## config.mk

```make
export PLATFORM = sky130hd
export DESIGN_NAME = lvds_tx_framer
export DESIGN_NICKNAME = d
export VERILOG_FILES = /design/src/rtl/lvds_tx_framer.sv
export SDC_FILE = /design/constraint.sdc
export NUM_CORES = 1
export LEC_CHECK = 0
export CORE_MARGIN = 5
export CORE_UTILIZATION = 56
export CTS_BUF_LIST = sky130_fd_sc_hd__clkbuf_8
export DETAILED_ROUTE_END_ITERATION = 6
export PLACE_DENSITY = 0.88
export SETUP_SLACK_MARGIN = 0.15
export SYNTH_ARGS = -nofsm -noshare
export SYNTH_HDL_FRONTEND = slang
export SYNTH_SLANG_ARGS = --single-unit
```

## constraint.sdc

```tcl
create_clock -name i_ddr_clk -period 3.8 [get_ports i_ddr_clk]
set_clock_uncertainty 0.1 [all_clocks]
set_input_delay 0.76 -clock i_ddr_clk [delete_from_list [all_inputs] [get_ports i_ddr_clk]]
set_output_delay 0.76 -clock i_ddr_clk [all_outputs]
set_load 0.02 [all_outputs]
```

## src/rtl/lvds_tx_framer.sv

```systemverilog
// lvds_tx_framer: pulls I/Q words from the TX FIFO and serialises them as framed dibits, inserting zero frames on underrun
module lvds_tx_framer #(
  parameter logic [1:0] SYNC_I     = 2'b10,
  parameter logic [1:0] SYNC_Q     = 2'b01,
  parameter int         UNDERRUN_W = 8
) (
  input  logic                  i_ddr_clk,
  input  logic                  i_rst,
  input  logic                  i_tx_enable,
  input  logic                  i_fifo_empty,
  output logic                  o_fifo_pull,
  input  logic [31:0]           i_fifo_data,
  output logic [1:0]            o_ddr_data,
  output logic                  o_busy,
  input  logic                  i_clear_underrun,
  output logic [UNDERRUN_W-1:0] o_underrun_cnt,
  output logic [1:0]            o_debug_state
);
  typedef enum logic [1:0] {IDLE = 2'd0, PRIME = 2'd1, TX = 2'd2} state_t;
  localparam logic [31:0] ZERO_FRAME = {SYNC_I, 14'd0, SYNC_Q, 14'd0};
  state_t                  state_q, state_d;
  logic [31:0]             shreg_q, shreg_d;
  logic [3:0]              cnt_q, cnt_d;
  logic                    pulled_q, pulled_d;
  logic                    en14_q, en14_d;
  logic [UNDERRUN_W-1:0]   urun_q, urun_d;
  logic [31:0]             framed;
  logic                    pull;
  logic                    inc;
  logic                    unused_hi;
  assign unused_hi = ^{i_fifo_data[31:29], i_fifo_data[15:13]};
  assign framed = {SYNC_I, i_fifo_data[28:16], 1'b0, SYNC_Q, i_fifo_data[12:0], 1'b0};
  // The only pull points are IDLE and the second-to-last dibit of a frame; gated so reset never pulls
  assign pull = !i_rst && i_tx_enable && !i_fifo_empty &&
                (state_q == IDLE || (state_q == TX && cnt_q == 4'd14));
  always_comb begin
    state_d  = state_q;
    shreg_d  = shreg_q;
    cnt_d    = cnt_q;
    pulled_d = pulled_q;
    en14_d   = en14_q;
    inc      = 1'b0;
    unique case (state_q)
      IDLE: begin
        shreg_d = '0;
        cnt_d   = '0;
        state_d = pull ? PRIME : IDLE;
      end
      PRIME: begin
        shreg_d = framed;
        cnt_d   = '0;
        state_d = TX;
      end
      TX: begin
        shreg_d = {shreg_q[29:0], 2'b00};
        cnt_d   = cnt_q + 4'd1;
        if (cnt_q == 4'd14) begin
          pulled_d = pull;
          en14_d   = i_tx_enable;
        end
        if (cnt_q == 4'd15) begin
          shreg_d = pulled_q ? framed : en14_q ? ZERO_FRAME : '0;
          inc     = !pulled_q && en14_q;
          state_d = (pulled_q || en14_q) ? TX : IDLE;
        end
      end
      default: state_d = IDLE;
    endcase
    urun_d = i_clear_underrun ? '0 :
             (inc && urun_q != '1) ? urun_q + UNDERRUN_W'(1) : urun_q;
  end
  always_ff @(posedge i_ddr_clk) begin
    if (i_rst) begin
      state_q  <= IDLE;
      shreg_q  <= '0;
      cnt_q    <= '0;
      pulled_q <= 1'b0;
      en14_q   <= 1'b0;
      urun_q   <= '0;
    end else begin
      state_q  <= state_d;
      shreg_q  <= shreg_d;
      cnt_q    <= cnt_d;
      pulled_q <= pulled_d;
      en14_q   <= en14_d;
      urun_q   <= urun_d;
    end
  end
  assign o_fifo_pull    = pull;
  assign o_ddr_data     = shreg_q[31:30];
  assign o_busy         = state_q != IDLE;
  assign o_underrun_cnt = urun_q;
  assign o_debug_state  = state_q;
endmodule

```

==> results.tsv, run 1 <==
stage	metric	value	unit
global_routing	Total GRT Usage	18.17	%
yosys	Post-synth ARST share	0	%
sta	Max Freq	290.9	MHz
yosys	most common flop cell mapped by yosys	dfxtp_1	
job	Max-Cap Viols	0	
clock_tree	worst skew pair latency	290	ps
power_and_ir_drop	Internal Power	728.9	uW
worst_setup_path	CP required	2940	ps
worst_setup_path	CP cell instances	inv_1 > ha_2 > nand4_1 > a2111oi_0 > clkdlybuf4s50_1	
worst_setup_path	critical path endpoint category	output port	
yosys	Mapped Area	2242	um2
detailed_routing	initial DRC count	131	
detailed_routing	Avg WL per Cell	14.85	um
detailed_routing	final antenna-violating net count	0	
floorplan	# rows	23	
worst_setup_path	WS Path Type	reg2out	
global_routing	first-pass GRT wire length	7.707	mm
power_and_ir_drop	VDD IR-drop max	0.2450	mV
yosys	Synth Area in Adders	3.906	%
placed_design	Buffers on Ports	44	
sta	Setup violations, final	0	
detailed_routing	via total after detailed routing	1862	
worst_setup_path	Max FO, Critical Path	13	
yosys	Synth cell types	43	
sta	max-slew violations	0	
clock_tree	CTS max path bufs	2	
worst_hold_path	HP Class	reg2reg	
floorplan	Ports	51	
power_and_ir_drop	Psw	193.8	uW
clock_tree	Clock Sinks	47	
floorplan	Core Region	3943	um2
floorplan	Die Span X	73.28	um
power_and_ir_drop	clock share of power	38.2	%
power_and_ir_drop	total power draw	922.7	uW
final_layout	layout cell share with drive strength beyond 1	9.665	%
sta	Least-Margin Pin Slew	917.5	ps
floorplan	chip height	73.28	um
sta	setup TNS	0	ps
yosys	number of flops mapped to enable cells by yosys	0	
clock_tree	Root Driver	clkbuf_8	
power_and_ir_drop	combinational power share	8.0	%
yosys	Post-Synth Simple-Gate Area	21.88	%
sta	final hold slack	366.8	ps
clock_tree	clk slew on worst S/H paths	80	ps
sta	post-route clock period utilization	90.47	%
final_layout	fillers	313	
yosys	cell taking the most area after synthesis	dfxtp_1	
final_layout	diode count	0	
final_layout	area delta synth->final	22.82	%
global_routing	largest net degree at the start of global routing	32	
yosys	compound-cell area share of the yosys netlist	24.16	%
clock_tree	setup bufs post-CTS	0	
yosys	sequential area share after synthesis	41.96	%
power_and_ir_drop	Sw Ratio	21.01	%
power_and_ir_drop	P per Cell Area	335.1	nW/um2
power_and_ir_drop	Leak Pwr	0.001007	uW
yosys	mux cell area share after synthesis	1.339	%
yosys	Mapped Nets	279	
clock_tree	number of CTS-inserted buffers	5	
yosys	#FFs+latches synth	47	
clock_tree	cts-stage hold buffer count	0	
yosys	top post-synthesis cells by area	dfxtp_1 (42%), a221o_1 (8.0%), and2_1 (5.3%)	
sta	Final Hold Vio Count	0	
global_routing	GRT overflow	0	
power_and_ir_drop	Flop pwr share	53.8	%
sta	RSZ-0062 raised after global routing	false	
final_layout	area of the multi-input gates	1170	um2
placed_design	area post-placement	2645	um2
detailed_routing	detailed-route wire length	4.737	mm
yosys	share of the synthesized area in the top cell type	41.96	%
floorplan	Die Area	5369	um2
yosys	Syn. warnings	0	
placed_design	gp weighted congestion	0.7756	
sta	fin crit period	3438	ps
detailed_routing	First-pass DRT Iterations	4	
global_routing	initial antenna violation count	0	
worst_setup_path	CP Launch Type	register	
final_layout	Design Area, Final	2754	um2
floorplan	initial core utilization	56.87	%
yosys	Syn Inst Count	235	
clock_tree	CTS tree	built	
worst_setup_path	Worst path max stage delay	710	ps
worst_setup_path	setup slack, reg-to-reg	1270	ps
final_layout	nets	313	
yosys	mean post-synth cell area	9.541	um2
final_layout	fin util	69.85	%
detailed_routing	DR vias/cell	5.837	
yosys	Post-Synth XOR/XNOR Area	0.7813	%
detailed_routing	DRC Markers	0	
placed_design	hpwl dp	3.298	mm
clock_tree	H-tree depth	2	
yosys	largest family of logic cells by synthesized area	compound AO/OA/AOI/OAI gates	
global_routing	vias in the first global route	1637	
final_layout	Seq. cell area	940.9	um2
worst_setup_path	worst path arrival time	2580	ps
run_status	outcome	finished, final reports clean	
worst_setup_path	critical path's slowest cell	clkdlybuf4s50_1	
sta	Max transition margin	38.83	%
[cells by family after synthesis]
logic type | count (synthesis)
AOI/OAI and AO/OA | 65
xor gates and xnor gates | 2
adders and majority gates | 7
buffers and inverters | 24
DFF | 47
muxes | 3
and+or+nand+nor | 87
[sequential cells by signal (all words and copies together), names as in the netlist]
register / flops
pulled_q: 1
o_debug_state: 2
shreg_q: 31
cnt_q: 4
o_underrun_cnt: 8
en14_q: 1
[worst paths after layout]
kind	cells after the start	end	from
hold reg to reg	2	shreg_q[31]	shreg_q[31]
setup / recovery	5	o_fifo_pull	o_debug_state[0]
hold / removal	2	shreg_q[31]	shreg_q[31]
setup reg to reg	4	shreg_q[27]	o_debug_state[0]
[synthesized netlist by cell type, types with 2 or more instances]
cell type  number
buf_6           4
clkbuf_1        8
dfxtp_1        47
a31oi_1         2
mux2i_1         3
o311a_1         2
nand3_1         5
o21ai_0         3
nor2b_1         3
nand4b_1        4
nor3_1          7
a221o_1        18
a22o_2          2
buf_4           3
buf_2           2
nor2_1         18
a222oi_1        6
a21oi_1        20
nand4_1         3
nand2b_1        2
inv_1           5
and2_1         19
nand2_1        17
xnor2_1         2
buf_1           2
a31o_2          5
ha_1            7
[power groups by stage]
stage / Combinational [uW] / Clock, uW / Sequential [uW]
finish: 73.8 / 352 / 497
global route: 78.9 / 386 / 497
CTS: 73.6 / 362 / 497
detailed placement: 72.9 / 0 / 508
global placement: 72.6 / 0 / 508
floorplan: 31.9 / 0 / 509
[through the flow]
stage	cells	worst slack, ps
final	319	362.0
after global routing	319	268.5
after CTS	319	247.8
after detailed placement	312	567.3
after global placement	312	625.5
after floorplan	235	678.1
[critical path: cells and delay by family (launching register included)]
kind	cells	cell delay, ps
buf+inv	2	830
compound gates	1	540
flops	1	370
fa+ha+maj	1	310
simple gates	1	220
[timing repair]
| action | 4_1_cts | 5_1_grt |
|---|---|---|
| hold endpoints to repair | 0 | 0 |
| setup endpoints to repair | 0 | 1 |
| gates resized for setup | 0 | 1 |
[routing by layer]
layer | vias up | share of wire [%] | wire length, um | global-route usage [%]
li1 | 942 | - | - | -
met1 | 869 | 47 | 2243 | 26.11
met4 | 0 | 1.4 | 65 | 6.148
met5 | - | 0 | 0 | 0
met2 | 44 | 46 | 2157 | 27.01
met3 | 7 | 5.7 | 270 | 3.694
[layout make-up]
class	instances	share of cell area, %
timing repair buffer	46	16.54
multi-input combinational	164	42.48
tap	50	2.272
inverter	5	0.6815
sequential	47	34.17
clock inverter	2	1.363
clock buffer	5	2.499
[cells in the final DEF (no fill, tap or decap), drive strengths merged, types with 6 or more instances in the layout]
cell and n:
nor3 8, nand2 17, a222oi 6, a221o 18
nor2 18, clkdlybuf4s50 44, dfxtp 47, a21oi 20
and2 19, ha 7
No activity file was read; power rests on OpenSTA's default activity.
==> inputs of run 2 (changes only) <==
- REMOVE_ABC_BUFFERS: default -> 1
==> results.tsv, run 2 (synthesized netlist as in run 1, its figures left out) <==
stage	metric	value	unit	change
floorplan	Ports	51		unchanged
final_layout	Seq. cell area	940.9	um2	unchanged
power_and_ir_drop	clock share of power	43.1	%	+4.9 points
detailed_routing	DR vias/cell	5.934		+1.7%
clock_tree	worst skew pair latency	300	ps	about the same
final_layout	fin util	70.45	%	+0.60 points
worst_setup_path	CP Capture Point	o_fifo_pull		
floorplan	Core Region	3943	um2	unchanged
detailed_routing	First-pass DRT Iterations	4		unchanged
power_and_ir_drop	Flop pwr share	49.6	%	-4.2 points
power_and_ir_drop	P per Cell Area	360.5	nW/um2	+7.6%
worst_setup_path	CP Launch Type	register		
run_status	outcome	finished, final reports clean		
worst_hold_path	HP Class	reg2reg		
floorplan	Die Area	5369	um2	unchanged
power_and_ir_drop	Leak Pwr	0.001015	uW	+0.86%
sta	Max transition margin	28.56	%	-10 points
power_and_ir_drop	Psw	202.4	uW	+4.4%
detailed_routing	final antenna-violating net count	0		unchanged
final_layout	nets	312		-0.32%
worst_setup_path	worst path arrival time	2490	ps	-90 ps
clock_tree	cts-stage hold buffer count	0		unchanged
final_layout	max FFs per register	31		unchanged
final_layout	area delta synth->final	23.88	%	
power_and_ir_drop	Sw Ratio	20.22	%	-0.79 points
global_routing	initial antenna violation count	0		unchanged
power_and_ir_drop	VDD IR-drop max	0.2565	mV	+4.7%
detailed_routing	detailed-route wire length	4.742	mm	+0.11%
worst_setup_path	R2R Path Start	o_debug_state[0]		
placed_design	Setup WS pre-CTS	609.9	ps	+42.61 ps
detailed_routing	initial DRC count	123		-6.1%
global_routing	largest net degree at the start of global routing	32		unchanged
detailed_routing	Avg WL per Cell	14.87	um	+0.11%
clock_tree	CTS tree	built		
worst_setup_path	Worst path max stage delay	680	ps	-30 ps
final_layout	Top reg by flops	shreg_q		
placed_design	gp weighted congestion	0.7961		+2.6%
final_layout	most frequent cells in the layout	dfxtp_1 (47), clkdlybuf4s50_1 (44), a21oi_1 (20)		
clock_tree	H-tree depth	2		unchanged
worst_setup_path	worst r2r dst	shreg_q[25]		
final_layout	area of the multi-input gates	1171	um2	+0.11%
worst_setup_path	CP startpoint	o_debug_state[0]		
global_routing	Total GRT Usage	18.80	%	+0.63 points
floorplan	Die Span X	73.28	um	unchanged
global_routing	vias in the first global route	1819		+11%
sta	Max Freq	298.2	MHz	+2.5%
sta	Final Hold Vio Count	0		unchanged
worst_setup_path	number of cells on the critical path	5		unchanged
placed_design	Buffers on Ports	44		unchanged
clock_tree	CTS max path bufs	2		unchanged
worst_setup_path	CP cell instances	inv_1 > ha_2 > nand4_1 > a2111oi_1 > clkdlybuf4s50_1		
floorplan	chip height	73.28	um	unchanged
final_layout	fillers	295		-5.8%
worst_setup_path	CP required	2940	ps	about the same
clock_tree	Clock Sinks	47		unchanged
worst_setup_path	critical path's slowest cell	clkdlybuf4s50_1		
placed_design	hpwl dp	3.222	mm	-2.3%
worst_setup_path	setup slack, reg-to-reg	1110	ps	-160 ps
worst_setup_path	CP delay by family, top	buffers and inverters		
global_routing	GRT overflow	0		unchanged
clock_tree	clk slew on worst S/H paths	90	ps	about the same
final_layout	diode count	0		unchanged
sta	Setup violations, final	0		unchanged
worst_setup_path	critical path endpoint category	output port		
clock_tree	Root Driver	clkbuf_8		
clock_tree	number of CTS-inserted buffers	5		unchanged
sta	max-slew violations	0		unchanged
power_and_ir_drop	combinational power share	7.3	%	-0.7 points
floorplan	initial core utilization	56.87	%	unchanged
worst_setup_path	critical path buffer and inverter count	2		unchanged
worst_setup_path	WS Path Type	reg2out		
worst_setup_path	Max FO, Critical Path	13		unchanged
sta	final hold slack	366.1	ps	-0.7120 ps
floorplan	# rows	23		unchanged
power_and_ir_drop	Internal Power	799.0	uW	+9.6%
detailed_routing	via total after detailed routing	1893		+1.7%
final_layout	commonest non-fill, non-tap cell in the layout	dfxtp_1		
sta	post-route clock period utilization	88.25	%	-2.2 points
sta	Least-Margin Pin Slew	1069	ps	+151.9 ps
sta	setup TNS	0	ps	unchanged
final_layout	layout cell share with drive strength beyond 1	9.665	%	unchanged
sta	RSZ-0062 raised after global routing	false		
sta	fin crit period	3353	ps	-84.50 ps
job	Max-Cap Viols	0		unchanged
detailed_routing	DRC Markers	0		unchanged
global_routing	first-pass GRT wire length	8.066	mm	+4.7%
sta	Final WS setup	446.5	ps	+84.50 ps
worst_setup_path	Worst Reg2Reg Path Length in Cells	4		unchanged
-- run 2: changes by cell type in the layout (fill, tap and decap cells not counted) --
cell       before  now
a2111oi_1       0    1
a2111oi_0       1    0
buf_4           2    1
bufinv_16       1    2
-- run 2: worst min-delay path: cells and delay by family (launching register included) --
family | cells | cell delay (ps)
simple gates | 1 | 60
flops | 1 | 320
compound gates | 1 | 50
-- run 2: area by class of cell --
class	instances	share of cell area, %
Multi-Input combinational cell	164	42.16
Sequential cell	47	33.87
Timing Repair Buffer	45	16.13
Clock buffer	5	2.477
Clock inverter	3	2.432
Tap cell	50	2.252
Inverter	5	0.6757
-- run 2: layer usage --
metal	vias up	GRT usage (%)	wire length, um
met5	-	0	0
met4	0	5.943	41
li1	942	-	-
met2	41	31.28	2288
met3	4	3.694	243
met1	906	24.43	2169
-- run 2: worst min-delay path by stage --
stage / start / endpoint / slack (ps) / cells past startpoint
floorplan: shreg_q[15] / shreg_q[15] / 330 / 2
global placement: shreg_q[14] / shreg_q[14] / 350 / 2
CTS: shreg_q[15] / shreg_q[15] / 370 / 2
finish: shreg_q[15] / shreg_q[15] / 370 / 2
detailed placement: shreg_q[15] / shreg_q[15] / 360 / 2
global route: shreg_q[15] / shreg_q[15] / 390 / 2
-- run 2: power by group through the flow --
stage	Clock, uW	Sequential [uW]	Combinational (uW)
4_1_cts	440	497	73.2
3_5_place_dp	0	508	72.6
3_3_place_gp	0	508	72.1
2_1_floorplan	0	509	25.3
5_1_grt	458	497	79.7
6_report	431	497	73.5
-- run 2: timing repair --
| item | CTS | global route |
|---|---|---|
| gates resized for setup | 0 | 2 |
| setup buffers | 0 | 0 |
| hold endpoints to repair | 0 | 0 |
| setup endpoints to repair | 0 | 1 |
-- run 2: metrics by stage --
stage / area (um2) / power, uW / instances
5_1_grt: 2778 / 1035 / 319
2_1_floorplan: 2127 / 534.2 / 216
3_5_place_dp: 2638 / 580.9 / 311
3_3_place_gp: 2638 / 580.2 / 311
6_report: 2778 / 1001 / 319
4_1_cts: 2774 / 1010 / 319
==> inputs of run 3 (changes only) <==
- SLEW_MARGIN: default -> 20
- clock period: 3.8 -> 4.23 ns (I/O delays scaled with it)
==> results.tsv, run 3 (synthesized netlist as in run 1, its figures left out) <==
stage	metric	value	unit	change
worst_setup_path	WS Path Type	reg2out		
floorplan	Ports	51		unchanged
final_layout	max FFs per register	31		unchanged
placed_design	Buffers on Ports	44		unchanged
power_and_ir_drop	Psw	178.9	uW	-12%
placed_design	Setup WS pre-CTS	900.0	ps	+290.1 ps
clock_tree	H-tree depth	2		unchanged
power_and_ir_drop	Leak Pwr	0.001003	uW	-1.3%
sta	max-slew violations	0		unchanged
floorplan	Die Area	5369	um2	unchanged
floorplan	initial core utilization	56.87	%	unchanged
detailed_routing	DRC Markers	0		unchanged
final_layout	Top reg by flops	shreg_q		
detailed_routing	final antenna-violating net count	0		unchanged
clock_tree	clk slew on worst S/H paths	90	ps	about the same
power_and_ir_drop	Internal Power	654.8	uW	-18%
placed_design	Cells after DPL	311		unchanged
final_layout	fillers	306		+3.7%
clock_tree	cts-stage hold buffer count	0		unchanged
sta	Least-Margin Pin Slew	941.9	ps	-127.6 ps
sta	final hold slack	369.7	ps	+3.566 ps
worst_hold_path	HP Class	reg2reg		
run_status	outcome	finished, final reports clean		
worst_setup_path	CP required	3280	ps	+340 ps
detailed_routing	DR vias/cell	5.940		+0.10%
final_layout	most frequent cells in the layout	dfxtp_1 (47), clkdlybuf4s50_1 (44), a21oi_1 (20)		
detailed_routing	via total after detailed routing	1889		-0.21%
global_routing	largest net degree at the start of global routing	32		unchanged
sta	setup TNS	0	ps	unchanged
global_routing	initial antenna violation count	0		unchanged
worst_setup_path	critical path endpoint category	output port		
clock_tree	worst skew pair latency	300	ps	about the same
detailed_routing	detailed-route wire length	4.808	mm	+1.4%
sta	RSZ-0062 raised after global routing	false		
floorplan	chip height	73.28	um	unchanged
power_and_ir_drop	VDD IR-drop max	0.2847	mV	+11%
power_and_ir_drop	Flop pwr share	53.5	%	+3.9 points
final_layout	diode count	0		unchanged
worst_setup_path	Worst path max stage delay	680	ps	about the same
sta	Setup violations, final	0		unchanged
final_layout	layout cell share with drive strength beyond 1	9.328	%	-0.34 points
clock_tree	Clock Sinks	47		unchanged
floorplan	# rows	23		unchanged
worst_setup_path	CP Launch Type	register		
detailed_routing	initial DRC count	134		+8.9%
placed_design	hpwl dp	3.254	mm	+0.99%
power_and_ir_drop	combinational power share	7.9	%	+0.6 points
power_and_ir_drop	P per Cell Area	303.6	nW/um2	-16%
clock_tree	CTS max path bufs	2		unchanged
clock_tree	Post-CTS Resized	0		unchanged
sta	Max Freq	283.5	MHz	
sta	post-route clock period utilization	83.40	%	
global_routing	Total GRT Usage	19.18	%	+0.38 points
clock_tree	Root Driver	clkbuf_8		
worst_setup_path	Max FO, Critical Path	13		unchanged
power_and_ir_drop	clock share of power	38.6	%	-4.5 points
clock_tree	number of CTS-inserted buffers	5		unchanged
detailed_routing	First-pass DRT Iterations	5		+1
clock_tree	CTS tree	built		
sta	Final WS setup	702.2	ps	+255.7 ps
final_layout	area delta synth->final	22.49	%	
power_and_ir_drop	Sw Ratio	21.46	%	+1.2 points
placed_design	gp weighted congestion	0.7939		-0.28%
job	Max-Cap Viols	0		unchanged
worst_setup_path	CP cell instances	inv_1 > ha_1 > nand4_1 > a2111oi_0 > clkdlybuf4s50_1		
floorplan	Core Region	3943	um2	unchanged
sta	Final Hold Vio Count	0		unchanged
sta	fin crit period	3528	ps	
sta	Max transition margin	37.21	%	+8.7 points
global_routing	vias in the first global route	1780		-2.1%
global_routing	GRT overflow	0		unchanged
final_layout	nets	312		unchanged
floorplan	Die Span X	73.28	um	unchanged
detailed_routing	Avg WL per Cell	15.12	um	+1.7%
global_routing	first-pass GRT wire length	8.155	mm	+1.1%
final_layout	commonest non-fill, non-tap cell in the layout	dfxtp_1		
final_layout	Finished Layout Cells	318		-0.31%
worst_setup_path	critical path's slowest cell	clkdlybuf4s50_1		
worst_setup_path	worst path arrival time	2580	ps	+90 ps
clock_tree	setup bufs post-CTS	0		unchanged
==> run 3: power groups by stage <==
stage          clock network (uW)  registers, uW  logic (uW)
6_report                      321            446        66.1
4_1_cts                       328            446        65.8
3_3_place_gp                    0            457        64.7
3_5_place_dp                    0            457        65.3
5_1_grt                       348            447        71.4
2_1_floorplan                   0            457        22.7
==> run 3: through the flow <==
step	total power [uW]	utilization, %	instance area (um2)
floorplan	479.9	-	2127
global placement	521.3	66.90	2638
detailed placement	521.9	66.90	2638
CTS	840.2	69.60	2744
global route	866.6	69.66	2746
finish	833.7	69.66	2746
==> run 3: routing by layer <==
layer	GRT usage, %	up-vias	share of wire, %
li1	-	936	-
met1	24.02	897	45
met2	32.17	51	47
met3	4.378	5	5.9
met4	6.762	0	1.1
met5	0	-	0
==> run 3: cell type report <==
cell class | count | area (um2) | share of cell area, %
sequential | 47 | 940.9 | 34.26
clock buffer | 5 | 68.82 | 2.506
inverter | 5 | 18.77 | 0.6834
clock inverter | 2 | 37.54 | 1.367
tap | 50 | 62.56 | 2.278
timing repair buffer | 45 | 447.9 | 16.31
multi-input combinational | 164 | 1170 | 42.60
==> run 3: final timing paths <==
path,to,startpoint,slack [ps],cells after the start
worst max-delay path,o_fifo_pull,o_debug_state[0],700,5
worst min register to register,shreg_q[15],shreg_q[15],370,2
worst min-delay path,shreg_q[15],shreg_q[15],370,2
worst max register to register,shreg_q[9],o_debug_state[0],1660,4
==> run 3: critical path, delay by kind of cell, from the launching register on <==
family                   cells  cell delay, ps
AND/OR/NAND/NOR              1             260
flip-flops                   1             370
AO/OA/AOI/OAI                1             440
adder cells (fa/ha/maj)      1             400
buffers and inverters        2             810
